===== src/rtl/lsu_sequencer.sv =====
// lsu_sequencer: sequences decoded loads/stores onto a single-port 32-bit data bus
module lsu_sequencer #(
  parameter int TIMEOUT = 16,
  parameter int CNT_W = 5
) (
  input  logic        clk,
  input  logic        rst,
  input  logic        issue_valid,
  output logic        issue_ready,
  input  logic        ren,
  input  logic        wen,
  input  logic [3:0]  rw_type,
  input  logic [31:0] addr,
  input  logic [31:0] wdata,
  input  logic [4:0]  rd_in,
  output logic        mem_req,
  output logic        mem_we,
  output logic [31:0] mem_addr,
  output logic [3:0]  mem_be,
  output logic [31:0] mem_wdata,
  input  logic [31:0] mem_rdata,
  input  logic        mem_ack,
  output logic        done,
  output logic        rd_we,
  output logic [4:0]  rd_out,
  output logic [31:0] rd_data,
  output logic        err,
  output logic [1:0]  err_code
);
  typedef enum logic [1:0] {IDLE, BUS, DONE, ERR} state_t;
  localparam logic [CNT_W-1:0] LAST = CNT_W'(TIMEOUT == 0 ? 0 : TIMEOUT - 1);
  state_t state, state_nx;
  logic [CNT_W-1:0] cnt;
  logic we_q, u_q, w_q, h_q;
  logic [1:0] off_q, code_q;
  logic [31:0] addr_q, wdata_q, rdata_q, sh, result;
  logic [3:0] be_q, be_nx;
  logic [31:0] wdata_nx;
  logic [15:0] half;
  logic [4:0] rd_q;
  logic accept, illegal, misalign, timeout;
  always_comb begin
    accept = issue_valid & issue_ready & (ren ^ wen);
    illegal = !$onehot(rw_type[2:0]) | (rw_type[3] & (rw_type[2] | wen));
    misalign = (rw_type[2] & |addr[1:0]) | (rw_type[1] & addr[0]);
    timeout = (TIMEOUT != 0) && (cnt == LAST);
    be_nx = rw_type[2] ? 4'b1111 : rw_type[1] ? (addr[1] ? 4'b1100 : 4'b0011) : 4'b0001 << addr[1:0];
    wdata_nx = !wen ? '0 : rw_type[2] ? wdata : rw_type[1] ? {2{wdata[15:0]}} : {4{wdata[7:0]}};
    state_nx = state == IDLE ? (accept ? (illegal | misalign ? ERR : BUS) : IDLE)
             : state == BUS ? (mem_ack ? DONE : timeout ? ERR : BUS)
             : IDLE;
  end
  always_ff @(posedge clk) begin
    if (rst) begin
      state <= IDLE;
      cnt <= '0;
      we_q <= 1'b0;
      u_q <= 1'b0;
      w_q <= 1'b0;
      h_q <= 1'b0;
      off_q <= '0;
      code_q <= '0;
      addr_q <= '0;
      wdata_q <= '0;
      rdata_q <= '0;
      be_q <= '0;
      rd_q <= '0;
    end else begin
      state <= state_nx;
      cnt <= state == BUS ? cnt + 1'b1 : '0;
      if (accept) begin
        we_q <= wen;
        u_q <= rw_type[3];
        w_q <= rw_type[2];
        h_q <= rw_type[1];
        off_q <= addr[1:0];
        addr_q <= {addr[31:2], 2'b00};
        be_q <= be_nx;
        wdata_q <= wdata_nx;
        rd_q <= rd_in;
        code_q <= illegal ? 2'd3 : misalign ? 2'd1 : 2'd0;
      end
      if (state == BUS && mem_ack) rdata_q <= mem_rdata;
      if (state == BUS && !mem_ack && timeout) code_q <= 2'd2;
    end
  end
  // lane select uses the byte offset latched at accept
  always_comb begin
    sh = rdata_q >> {off_q, 3'b000};
    half = off_q[1] ? rdata_q[31:16] : rdata_q[15:0];
    result = w_q ? rdata_q
           : h_q ? {{16{~u_q & half[15]}}, half}
           : {{24{~u_q & sh[7]}}, sh[7:0]};
    issue_ready = state == IDLE;
    mem_req = state == BUS;
    mem_we = mem_req & we_q;
    mem_addr = mem_req ? addr_q : '0;
    mem_be = mem_req ? be_q : '0;
    mem_wdata = mem_req ? wdata_q : '0;
    done = state == DONE;
    rd_we = done & ~we_q;
    rd_out = rd_we ? rd_q : '0;
    rd_data = rd_we ? result : '0;
    err = state == ERR;
    err_code = err ? code_q : '0;
  end
endmodule

===== config.mk =====
export PLATFORM = sky130hd
export DESIGN_NAME = lsu_sequencer
export DESIGN_NICKNAME = d
export VERILOG_FILES = /design/src/rtl/lsu_sequencer.sv
export SDC_FILE = /design/constraint.sdc
export NUM_CORES = 1
export LEC_CHECK = 0
export BUFFER_PORTS_ARGS = -buffer_cell sky130_fd_sc_hd__buf_2
export CELL_PAD_IN_SITES_DETAIL_PLACEMENT = 1
export CELL_PAD_IN_SITES_GLOBAL_PLACEMENT = 1
export CORE_UTILIZATION = 35
export DETAILED_ROUTE_END_ITERATION = 8
export MAX_ROUTING_LAYER = met4
export PLACE_DENSITY = 0.78
export REMOVE_ABC_BUFFERS = 1
export SYNTH_ARGS = -nofsm -noshare
export SYNTH_HDL_FRONTEND = slang
export SYNTH_SLANG_ARGS = --single-unit

===== constraint.sdc =====
create_clock -name clk -period 2 [get_ports clk]
set_input_delay 0 -clock clk [delete_from_list [all_inputs] [get_ports clk]]
set_output_delay 0 -clock clk [all_outputs]
set_load 0.1 [all_outputs]

==> results.cfg <==
[grt]
antenna_found_initial = 2
track_usage_pct = 31.6
grt_pass1_vias = 7583
grt_overflow_total = 0
grt_max_degree = 69
grt_pass1_wl_um = 41800

[sta]
setup_ws_ps = -107
period_minus_slack_ps = 2110
fin_crit_sh_pct = 105
finalSetupTns_ps = -639
fin_skew_ps = 11.3
timing_hold_violations_final = 0
finalSetupViolCount = 8
drv_slew = 0
relSlewSlack_pct = 62.4
worst_pin_slew_ps = 562
rsz0062_at_grt = yes
fmax_mhz = 475

[synth]
synth_area_mm2 = 0.00597
yosys_warnings = 0
synth_cells = 751
synth_edf_count = 0
ys_ff_latch = 118
syn_avg_cell_area_um2 = 7.95
async_flop_share_pct = 0
synth_cell_types = 41
synthFlopType = dfxtp_1
synth_seq_area_share_pct = 39.6

[clock_network]
cts_tree = done
cts_sinks = 118
cts.path.max_buffers = 2
cts-htree-levels = 4
cts_buffers = 17
clock_latency_ps = 410
clkTransAtPathRegs_ps = 50
cts-root-buf = clkbuf_16

[drt]
finalWirelength_um = 26900
met2_wirelength_um = 14000
drt-wirelength-per-cell_um = 20.7
postRouteAntennaNets = 0
via_per_inst = 5.33
topRoutingLayerUsed = met4
route.met3.wl_um = 1640
dr.pass1.iters = 5
drc = 0
m1WireLength_um = 10400
drt_iter0_drc = 375
via_count = 6927

[worst_setup_path]
crit_type = flip-flop to primary output
cp_data_arrival_time_ps = 2110
start_kind = flip-flop
critical_path.max_stage_delay_ps = 490
crit_chain = mux4_2, nor2b_4, o31ai_4, buf_8, nor3_2, buf_12
critPathSlowestCell = mux4_2
crit_fanout = 8
end_kind = primary output
worstPathRequired_ps = 2000

[floorplanning]
dieArea_mm2 = 0.0176
start_util_pct = 35.9
fp.coreArea_mm2 = 0.0166
dieWidth_um = 133
ios = 224
placementRows = 47
die_h_um = 133

[cells_and_area]
finalNetCount = 1178
multi_input_area_mm2 = 0.00341
nFillCells = 1879
drive_gt1_share_pct = 33.8
area.growth.synth_to_final_pct = 65.6
seq_area_mm2 = 0.00237

[min_path]
hold_path.class = input pin to flip-flop

[outcome]
status = complete, but fails checks
violations = negative setup slack

[placement]
dpl_worst_slack_ps = 101
port_buffers = 221
gp_congestion = 0.825
hpwl_um = 14000

[pwr]
p_leak_nw = 4.02
worst_ir_drop_vdd_v = 0.000603
p_per_area_mw_per_mm2 = 744

[flow_run]
maxCapViolCount = 0
==> registers in the layout, summed over array words and instances (netlist names), 2 cells and up <==
register	cells
wdata_q	32
addr_q	30
off_q	2
rdata_q	32
code_q	2
cnt	5
state	2
rd_q	5
be_q	4
==> stage by stage <==
stage                     power, W  std cells  util, %  hold slack (ps)  area [um^2]
after floorplan            0.00321        688        -             69.1         5650
after global placement     0.00364       1152     45.7              242         7600
after detailed placement   0.00367       1152     45.7              248         7600
after CTS                  0.00729       1297     58.8              114         9780
after global routing       0.00758       1299     59.4              165         9890
final                      0.00736       1299     59.4              149         9890
==> synth_stat cells, drive strengths merged, types with 2 or more instances <==
| cell type | number | area (um^2) |
|---|---|---|
| nor2b | 10 | 62.6 |
| a311oi | 2 | 17.5 |
| and2 | 75 | 469 |
| o21ai | 14 | 70.1 |
| and3 | 3 | 18.8 |
| buf | 30 | 200 |
| o221a | 7 | 78.8 |
| a31oi | 7 | 43.8 |
| mux4 | 3 | 67.6 |
| mux2i | 9 | 90.1 |
| nand2b | 6 | 37.5 |
| mux2 | 16 | 180 |
| clkbuf | 34 | 128 |
| a211oi | 3 | 22.5 |
| nor2 | 46 | 173 |
| a21oi | 94 | 470 |
| o32ai | 7 | 61.3 |
| xor2 | 2 | 17.5 |
| nor3b | 4 | 41.3 |
| nor3 | 20 | 100 |
| dfxtp | 118 | 2360 |
| nand2 | 191 | 719 |
| inv | 7 | 26.3 |
| ha | 2 | 25.0 |
| a22oi | 32 | 390 |
==> layer usage <==
metal  track usage [%]  vias to the layer above
li1                  -                     3150
met1              33.9                     3405
met2              55.2                      299
met3              7.39                       73
met4              13.9                        0
met5                 -                        -
==> final cells by class <==
type | instances | share of cell area [%]
multi-input cells | 563 | 34.5
flip-flops and latches | 118 | 24.0
clock buffers | 22 | 5.00
inverters | 7 | 0.291
repair buffers | 357 | 31.7
clock inverters | 10 | 1.70
diodes | 2 | 0.0506
well taps | 220 | 2.78
==> cell usage in the layout, fill, tap and decap left out, types with 3 or more instances in the layout <==
master           n
bufinv_16        4
dlygate4sd3_1  108
mux2_2          16
a211oi_1         3
o21ai_0         14
nand2b_1         5
o221a_2          7
a21oi_2          3
and2_1          74
mux2i_1          9
a22oi_2         30
clkbuf_8         5
buf_2          115
a21oi_1         91
buf_4           86
nand2_1        189
clkinvlp_4       4
and3_1           3
a31oi_1          7
dfxtp_2          3
nor3b_1          3
buf_12          33
nor2b_1          7
mux4_2           3
dfxtp_1        114
nor3_4           6
o32ai_1          6
nor3_1          13
inv_1            5
nor2_1          46
buf_6           13
clkbuf_16       17
==> timing repair <==
action,4_1_cts,5_1_grt
setup endpoints to repair,100,105
hold buffers,108,0
pin swaps,1,3
setup buffers,5,0
gates resized for setup,128,22
hold endpoints to repair,111,0
==> worst max-delay path: cells and delay by family, from the launching register on <==
kind,cells,cell delay [ps]
and+or+nand+nor,2,240
muxes,1,490
buffers and inverters,2,390
AOI/OAI and AO/OA,1,200
DFF,1,360
==> kinds of logic (layout without fill, tap and decap cells) <==
| kind of cell | Yosys count | count (layout) | synth area share, % |
|---|---|---|---|
| simple gates | 358 | 358 | 27.6 |
| compound gates | 169 | 169 | 20.0 |
| flops | 118 | 118 | 39.6 |
| buf+inv | 71 | 396 | 5.93 |
| mux | 28 | 28 | 5.66 |
| fa+ha+maj | 3 | 3 | 0.755 |
| xor+xnor | 3 | 3 | 0.440 |
| other cells | 1 | 4 | 0.0628 |
==> report_power, final <==
| group | switching, W | leakage (nW) | internal [W] |
|---|---|---|---|
| Combinational | 0.000842 | 2.75 | 0.000541 |
| Clock | 0.00116 | 0.311 | 0.00226 |
| Sequential | 0.0000922 | 0.961 | 0.00246 |
| Total | 0.00210 | 4.02 | 0.00526 |
==> final timing paths <==
kind	from	end	slack, ps	cells past startpoint
max	off_q[0]$_SDFFE_PP0P_	rd_data[12]	-110	6
min	rw_type[0]	code_q[1]$_SDFFE_PP0P_	150	4
max reg2reg	state[0]$_SDFF_PP0_	we_q$_SDFFE_PP0P_	180	5
min reg2reg	rdata_q[3]$_SDFFE_PP0P_	rdata_q[3]$_SDFFE_PP0P_	460	2
Power figures use the tool's default switching activity.
